## src/rtl/i2s_sample_transmitter.sv

```systemverilog
// Serialises 16-bit mono samples onto a Philips I2S link (same word on both channels).
// A one-sample holding register decouples the producer strobe from frame timing.
module i2s_sample_transmitter #(
   parameter int unsigned CLOCK_RATE  = 24576000,
   parameter int unsigned SAMPLE_RATE = 48000,
   parameter int unsigned BCLK_DIV    = CLOCK_RATE / (SAMPLE_RATE * 64)
) (
   input  logic               clk,
   input  logic               reset,
   input  logic               audio_clk_en,
   input  logic signed [15:0] in,
   output logic               i2s_bclk,
   output logic               i2s_lrck,
   output logic               i2s_data,
   output logic [15:0]        underrun_count,
   output logic [15:0]        overrun_count
);

   localparam int unsigned DivW = (BCLK_DIV > 2) ? $clog2(BCLK_DIV) : 1;
   localparam logic [DivW-1:0] DivLast = DivW'(BCLK_DIV - 1);
   localparam logic [DivW-1:0] DivHalf = DivW'(BCLK_DIV / 2);

   if ((BCLK_DIV % 2 != 0) || (BCLK_DIV < 2) ||
       (64'(CLOCK_RATE) != 64'(BCLK_DIV) * 64'(SAMPLE_RATE) * 64'd64)) begin : g_bad_config
      $error("i2s_sample_transmitter: BCLK_DIV must be even, >= 2 and match CLOCK_RATE");
   end

   logic [DivW-1:0] div_q, div_d;
   logic [5:0]      bit_q, bit_d;
   logic [15:0]     holding_q, holding_d;
   logic [15:0]     frame_q, frame_d;
   logic            pending_q, pending_d;
   logic            bclk_q, bclk_d;
   logic            lrck_q, lrck_d;
   logic            data_q, data_d;
   logic [15:0]     underrun_q, underrun_d;
   logic [15:0]     overrun_q, overrun_d;

   logic            bit_edge;
   logic            frame_load;
   logic [4:0]      slot;
   logic [4:0]      bit_idx;

   always_comb begin
      holding_d  = holding_q;
      frame_d    = frame_q;
      pending_d  = pending_q;
      underrun_d = underrun_q;
      overrun_d  = overrun_q;

      bit_edge   = (div_q == DivLast);
      frame_load = bit_edge && (bit_q == 6'd63);
      div_d      = bit_edge ? '0 : div_q + 1'b1;
      bit_d      = bit_edge ? bit_q + 6'd1 : bit_q;

      if (frame_load) begin
         // A strobe landing on the load cycle bypasses straight into the outgoing frame.
         if (audio_clk_en) begin
            frame_d   = in;
            holding_d = in;
         end else begin
            frame_d = holding_q;
            if (!pending_q && (underrun_q != 16'hFFFF)) underrun_d = underrun_q + 16'd1;
         end
         pending_d = 1'b0;
      end else if (audio_clk_en) begin
         holding_d = in;
         pending_d = 1'b1;
         if (pending_q && (overrun_q != 16'hFFFF)) overrun_d = overrun_q + 16'd1;
      end

      // bit_d and frame_d only move on the BCLK falling edge, so lrck/data do too.
      bclk_d  = (div_d >= DivHalf);
      lrck_d  = bit_d[5];
      slot    = bit_d[4:0];
      bit_idx = 5'd16 - slot;
      data_d  = 1'b0;
      if ((slot >= 5'd1) && (slot <= 5'd16)) data_d = frame_d[bit_idx[3:0]];
   end

   always_ff @(posedge clk) begin
      if (reset) begin
         div_q      <= '0;
         bit_q      <= '0;
         holding_q  <= '0;
         frame_q    <= '0;
         pending_q  <= 1'b0;
         bclk_q     <= 1'b0;
         lrck_q     <= 1'b0;
         data_q     <= 1'b0;
         underrun_q <= '0;
         overrun_q  <= '0;
      end else begin
         div_q      <= div_d;
         bit_q      <= bit_d;
         holding_q  <= holding_d;
         frame_q    <= frame_d;
         pending_q  <= pending_d;
         bclk_q     <= bclk_d;
         lrck_q     <= lrck_d;
         data_q     <= data_d;
         underrun_q <= underrun_d;
         overrun_q  <= overrun_d;
      end
   end

   assign i2s_bclk       = bclk_q;
   assign i2s_lrck       = lrck_q;
   assign i2s_data       = data_q;
   assign underrun_count = underrun_q;
   assign overrun_count  = overrun_q;

endmodule
```

## config.mk

```make
export PLATFORM = sky130hd
export DESIGN_NAME = i2s_sample_transmitter
export DESIGN_NICKNAME = d
export VERILOG_FILES = /design/src/rtl/i2s_sample_transmitter.sv
export SDC_FILE = /design/constraint.sdc
export NUM_CORES = 1
export LEC_CHECK = 0
export ABC_AREA = 1
export CAP_MARGIN = 20
export CORE_ASPECT_RATIO = 1.1
export CORE_UTILIZATION = 50
export CTS_BUF_LIST = sky130_fd_sc_hd__clkbuf_2
export DETAILED_ROUTE_END_ITERATION = 10
export GPL_ROUTABILITY_DRIVEN = 0
export GPL_TIMING_DRIVEN = 0
export PLACE_DENSITY = 0.79
export SYNTH_ARGS = -nofsm -noshare
export SYNTH_HDL_FRONTEND = slang
export SYNTH_SLANG_ARGS = --single-unit
export TNS_END_PERCENT = 30
```

## constraint.sdc

```tcl
create_clock -name clk -period 1.98 [get_ports clk]
set_clock_uncertainty 0.1 [all_clocks]
set_input_delay 0.594 -clock clk [delete_from_list [all_inputs] [get_ports clk]]
set_output_delay 0.594 -clock clk [all_outputs]
set_load 0.03 [all_outputs]
```

# == Word level (Yosys, flattened, before mapping) ==
# Cells that the tools add are included.
# op_classes
addsub,5
n_lt_le_gt_ge,4
n_eq_ne,4
muxes,6
bitwise_logic,3
n_reduce_logical,9
# op_table
operator,n
$add A16 B1 Y16 const B,2
$mux W16,2
$ne A16 B16 Y1 const B,2
$add A6 B1 Y6 const B,1
$eq A6 B6 Y1 const B,1
$mux W6,1
$reduce_and A3 Y1,2
$ge A5 B1 Y1 const B,1
$le A5 B5 Y1 const B,1
$lt A4 B5 Y1 const B,1
$bmux W1 S4,1
$logic_and A1 B1 Y1,4
$reduce_or A2 Y1,2
$sub A1 B4 Y4 const A,1
$add A3 B1 Y3 const B,1
$eq A3 B3 Y1 const B,1
$ge A3 B3 Y1 const B,1
$mux W3,1
$not A1 Y1,3
$logic_not A1 Y1,1
$mux W1,1
# word_totals
regBits,77
inputBits,19

# == Logic depth before layout (Yosys ltp) ==
# depth
word_depth,6
mapped_depth,14

# == Worst setup path after synthesis ==
# Ideal clock, no wire load.
# synth_timing
path_type,reg-to-reg
startpoint,register div_q[2]
endpoint,register data_q (netlist: i2s_data)
setup_ns,0.066
t_arrival_ns,1.956
t_required_ns,1.814
setup_slack_ns,-0.142
path_stages_with_launch,11
n_path_buf,0
synth_period_minus_slack_ns,2.122
cell_sequence,dfxtp_1 -> ha_1 -> nand2_1 -> nand2_1 -> clkinv_1 -> ha_1 -> inv_1 -> nand3_1 -> nand3_1 -> nand3_2 -> a21oi_2
# synth_between
elab_chain_cells,6
word_cells_on_any_way,12
cone_classes,1 x add/sub; 2 x order compare; 1 x eq/ne; 4 x mux; 1 x bitwise; 3 x reduce/logical
# synth_lines
item,line_no,source
start: declaration,28,"logic [DivW-1:0] div_q, div_d;"
start signal: assignment,94,div_q <= div_d;
$eq A3 B3 Y1 (*),51,bit_edge = (div_q == DivLast);
$mux W6 (*),54,bit_d = bit_edge ? bit_q + 6'd1 : bit_q;
net bit_d[0],29,"logic [5:0] bit_q, bit_d;"
branches (longest 4 deep; another with $sub A1 B4 Y4),n/a,
end signal: assignment,101,data_q <= data_d;
end: declaration,35,"logic data_q, data_d;"
# Mark *: on every way through the listed nets, which the timed path passes. The select of a mux whose other input is x is not followed.
# A chain may end at the register's enable or synchronous reset.

# == Worst setup path after layout ==
# layout_timing
startpoint,register div_q[0]
endpoint,register data_q (netlist: i2s_data)
# layout_between
elab_chain_cells,6
word_cells_on_any_way,12
cone_classes,1 x add/sub; 2 x order compare; 1 x eq/ne; 4 x mux; 1 x bitwise; 3 x reduce/logical
# layout_lines
item,line_no
$eq A3 B3 Y1 (*),51
branches (longest 5 deep; another with $sub A1 B4 Y4),n/a
# Every way passes the cells marked *. The select of a mux whose other input is x is not followed.

==> tab_implementation.tex <==
\begin{tabular}{lr}
\hline
Metric & Value \\
\hline
\multicolumn{2}{l}{\textbf{Drt}} \\
\quad Starting DRC count in detailed routing & 218 \\
\quad Vias & 3652 \\
\quad DRC errors left & 0 \\
\quad Routed length per placed instance & 13.8 um \\
\quad Number of iterations in the first detailed-routing pass & 5 \\
\quad Average vias per placed instance & 5.47 \\
\quad Final Routed Wirelength & 9250 um \\
\quad Number of antenna-violating nets in the routed design & 0 \\
\multicolumn{2}{l}{\textbf{Power}} \\
\quad Power Density & 618 nW/um2 \\
\quad Internal power of the cells & 2.16 mW \\
\quad Part of the total power dissipated in the clock network & 38.9\% \\
\quad Leakage power summed over all cells & 1.95 nW \\
\quad Worst ir drop on vdd & 418 uV \\
\quad Fraction of power spent switching nets & 24.6\% \\
\quad Sequential Power Share & 54.0\% \\
\quad Portion of total power attributed to combinational logic & 7.2\% \\
\quad Reported net switching power & 0.704 mW \\
\quad Total power consumption of the routed design & 2.86 mW \\
\multicolumn{2}{l}{\textbf{Run status}} \\
\quad Status & finished with violations \\
\quad Failing checks & negative setup slack \\
\multicolumn{2}{l}{\textbf{STA}} \\
\quad Final hold violation count & 0 \\
\quad Setup violations, final & 2 \\
\quad Transition time at the pin with the least slew margin & 0.576 ns \\
\quad Fin. max-slew vios & 0 \\
\quad Final WS setup & -0.0591 ns \\
\quad Setup total negative slack & -0.0610 ns \\
\quad Headroom to the max-slew limit & 61.6\% \\
\quad Peak clock frequency supported by timing & 490 MHz \\
\quad Unrepaired setup endpoints after global routing & yes \\
\quad Final worst-path cycle share & 103\% \\
\quad Min cycle time layout & 2.04 ns \\
\multicolumn{2}{l}{\textbf{Cells and area}} \\
\quad Fillcell total & 591 \\
\quad Area growth syn-to-layout & 28.0\% \\
\quad Share of the core filled with cells & 66.0\% \\
\quad Net count, final & 604 \\
\quad Number of antenna diodes & 0 \\
\quad Layout cells sized above 1 & 25.0\% \\
\multicolumn{2}{l}{\textbf{Floorplan}} \\
\quad Placement row count & 32 \\
\quad Die area & 7570 um2 \\
\quad Core area & 7010 um2 \\
\quad Starting Density & 51.6\% \\
\quad Die height & 91.1 um \\
\quad I/O pin count & 54 \\
\quad Die span in x & 83.0 um \\
\multicolumn{2}{l}{\textbf{CTS}} \\
\quad Insertion delay of the later-clocked pin in the worst-skew pair & 0.54 ns \\
\quad Number of levels in the clock H-tree & 3 \\
\quad Count of clock tree sinks & 75 \\
\quad Largest buffer count on any clock path & 2 \\
\quad CTS buffer count & 9 \\
\quad Post-CTS clock slew at the launch and capture registers of the worst setup and hold paths & 0.20 ns \\
\quad CTS root buffer & sky130\_fd\_sc\_hd\_\_clkbuf\_2 \\
\quad Clock tree from TritonCTS & done \\
\quad Hold\_buf cts & 0 \\
\multicolumn{2}{l}{\textbf{Global routing}} \\
\quad Wire length of the first global-routing pass & 14800 um \\
\quad Antenna violations before repair & 0 \\
\quad Maximum number of pins on one net before global-route repair & 14 \\
\quad GRT overflow & 0 \\
\quad Gr usage total & 24.1\% \\
\quad Via count of the first global-routing pass & 3339 \\
\multicolumn{2}{l}{\textbf{Synth}} \\
\quad Simple-gate portion of the synthesized area & 33.6\% \\
\quad Mean cell area of the mapped netlist & 7.15 um2 \\
\quad Number of flops mapped to enable cells by yosys & 0 \\
\quad Area share of fa/ha/maj cells after synthesis & 2.42\% \\
\quad Most area-consuming cells after synthesis & sky130\_fd\_sc\_hd\_\_dfxtp\_1 (42\%), sky130\_fd\_sc\_hd\_\_nand2\_1 (14\%), sky130\_fd\_sc\_hd\_\_a21oi\_1 (7.5\%), sky130\_fd\_sc\_hd\_\_nand3\_1 (6.9\%), sky130\_fd\_sc\_hd\_\_inv\_1 (4.6\%) \\
\quad Synth cell count leaders & sky130\_fd\_sc\_hd\_\_nand2\_1 (139), sky130\_fd\_sc\_hd\_\_dfxtp\_1 (75), sky130\_fd\_sc\_hd\_\_a21oi\_1 (54), sky130\_fd\_sc\_hd\_\_nand3\_1 (50), sky130\_fd\_sc\_hd\_\_inv\_1 (44) \\
\quad Synth Flop Type & sky130\_fd\_sc\_hd\_\_dfxtp\_1 \\
\quad Share of flip-flops with an asynchronous set or reset & 0\% \\
\quad Complex-gate fraction of the synthesized area & 11.0\% \\
\quad Seq cells post-synth & 75 \\
\quad Fraction of the yosys area taken by sequential cells & 41.6\% \\
\quad Unique masters post-synth & 35 \\
\quad Syn Inst Count & 505 \\
\quad Post-synthesis mux area share & 0\% \\
\quad Combinational family with the most area after synthesis & simple AND/OR/NAND/NOR gates \\
\quad Post-synthesis net count & 531 \\
\quad Post-synth top area cell & sky130\_fd\_sc\_hd\_\_dfxtp\_1 \\
\quad Dominant cell by count in the synthesized netlist & sky130\_fd\_sc\_hd\_\_nand2\_1 \\
\quad Xor and xnor fraction of the mapped netlist area & 3.64\% \\
\quad Post-synthesis cell area & 3610 um2 \\
\quad YS warnings & 0 \\
\quad Share of the synthesized area in the top cell type & 41.6\% \\
\multicolumn{2}{l}{\textbf{Critical path}} \\
\quad Startpoint types & flip-flop \\
\quad Type of the worst setup path & reg -> reg \\
\quad Arrival time reported for the critical path endpoint & 2.43 ns \\
\quad Crit path max fanout & 5 \\
\quad Endpoint required time on the critical path & 2.37 ns \\
\quad Element type at the critical path end & flip-flop \\
\multicolumn{2}{l}{\textbf{Min path}} \\
\quad Worst min-delay path class & reg -> reg \\
\multicolumn{2}{l}{\textbf{Placement}} \\
\quad Final HPWL from detailed placement & 6170 um \\
\quad Total of buffers placed on input and output ports & 53 \\
\quad Pre-CTS setup slack & -0.486 ns \\
\multicolumn{2}{l}{\textbf{Flow run}} \\
\quad Max-cap viol count & 0 \\
\hline
\end{tabular}
power by group through the flow:
stage	Combinational (mW)	Sequential, mW	Clock [mW]
after floorplan	0.106	1.59	0
after global placement	0.188	1.58	0
after detailed placement	0.194	1.58	0
after CTS	0.198	1.55	1.12
after global routing	0.230	1.55	1.19
final	0.205	1.54	1.11
layout make-up:
type                       count  area [um2]  area share, %
timing repair buffer          62         500           10.8
multi-input combinational    365        1970           42.6
sequential                    75        1570           34.0
tap                           85         106           2.30
clock inverter                 7         115           2.49
clock buffer                   9        45.0          0.974
inverter                      48         195           4.22
buffer                        17         121           2.63
worst paths after layout:
| path | cells past startpoint | slack [ns] | from | end |
|---|---|---|---|---|
| min | 1 | 0.36 | div_q[0] | div_q[0] |
| min reg2reg | 1 | 0.36 | div_q[0] | div_q[0] |
| max reg2reg | 11 | -0.06 | div_q[0] | i2s_data |
| max | 11 | -0.06 | div_q[0] | i2s_data |
worst max-delay path, stage by stage (launching register included):
cell	delay, ns
sky130_fd_sc_hd__dfxtp_2	0.37
sky130_fd_sc_hd__ha_4	0.16
sky130_fd_sc_hd__ha_4	0.18
sky130_fd_sc_hd__inv_1	0.08
sky130_fd_sc_hd__nand2_1	0.06
sky130_fd_sc_hd__nand2_2	0.12
sky130_fd_sc_hd__buf_6	0.12
sky130_fd_sc_hd__ha_2	0.19
sky130_fd_sc_hd__inv_1	0.06
sky130_fd_sc_hd__nor3_1	0.29
sky130_fd_sc_hd__a2bb2oi_1	0.15
sky130_fd_sc_hd__a21oi_2	0.12
layer usage:
layer	global-route usage, %	vias to the layer above	routed length, um
li1	-	1812	-
met1	29.2	1692	3890
met2	41.7	123	4650
met3	3.73	25	480
met4	11.1	0	229
met5	0	-	0
sequential cells by signal, summed over array words and instances, names as in the netlist:
signal	flops
i2s_data	1
bit_q	6
holding_q	16
underrun_count	16
overrun_count	16
div_q	3
frame_q	16
pending_q	1
cell families (layout without fill, tap and decap cells):
logic type,after synthesis,after routing
flops,75,75
simple gates,266,266
compound gates,77,77
buf+inv,65,143
fa+ha+maj,7,7
xor+xnor,15,15
repair_timing:
item | CTS | global route
pin swaps | 1 | 9
gates resized for setup | 153 | 91
endpoints found under the setup margin | 62 | 57
setup buffers | 1 | 7
cloned | 0 | 1
metrics by stage:
step	instances	area, um2	hold slack (ns)
floorplan	505	3610	0.304
global placement	643	4250	0.319
detailed placement	643	4250	0.343
CTS	660	4550	0.335
global route	668	4620	0.376
finish	668	4620	0.356
layout by cell type (no fill, tap or decap), types with 3 or more instances in the layout:
cell / n
sky130_fd_sc_hd__nor2_2: 3
sky130_fd_sc_hd__nor3_1: 8
sky130_fd_sc_hd__o21ai_0: 13
sky130_fd_sc_hd__dfxtp_2: 25
sky130_fd_sc_hd__clkbuf_1: 6
sky130_fd_sc_hd__ha_4: 3
sky130_fd_sc_hd__dfxtp_4: 10
sky130_fd_sc_hd__nand4_1: 4
sky130_fd_sc_hd__a21oi_1: 54
sky130_fd_sc_hd__nand2_1: 131
sky130_fd_sc_hd__xor2_1: 12
sky130_fd_sc_hd__buf_4: 11
sky130_fd_sc_hd__nand2_2: 15
sky130_fd_sc_hd__bufinv_16: 3
sky130_fd_sc_hd__clkbuf_4: 3
sky130_fd_sc_hd__clkdlybuf4s50_1: 18
sky130_fd_sc_hd__dfxtp_1: 40
sky130_fd_sc_hd__nor3_4: 4
sky130_fd_sc_hd__nand3_1: 50
sky130_fd_sc_hd__o21ai_1: 6
sky130_fd_sc_hd__nor2_1: 32
sky130_fd_sc_hd__inv_1: 43
sky130_fd_sc_hd__clkbuf_2: 10
sky130_fd_sc_hd__nor4_1: 6
sky130_fd_sc_hd__buf_2: 24
sky130_fd_sc_hd__clkdlybuf4s15_2: 8
No activity file was read; power rests on OpenSTA's default activity.
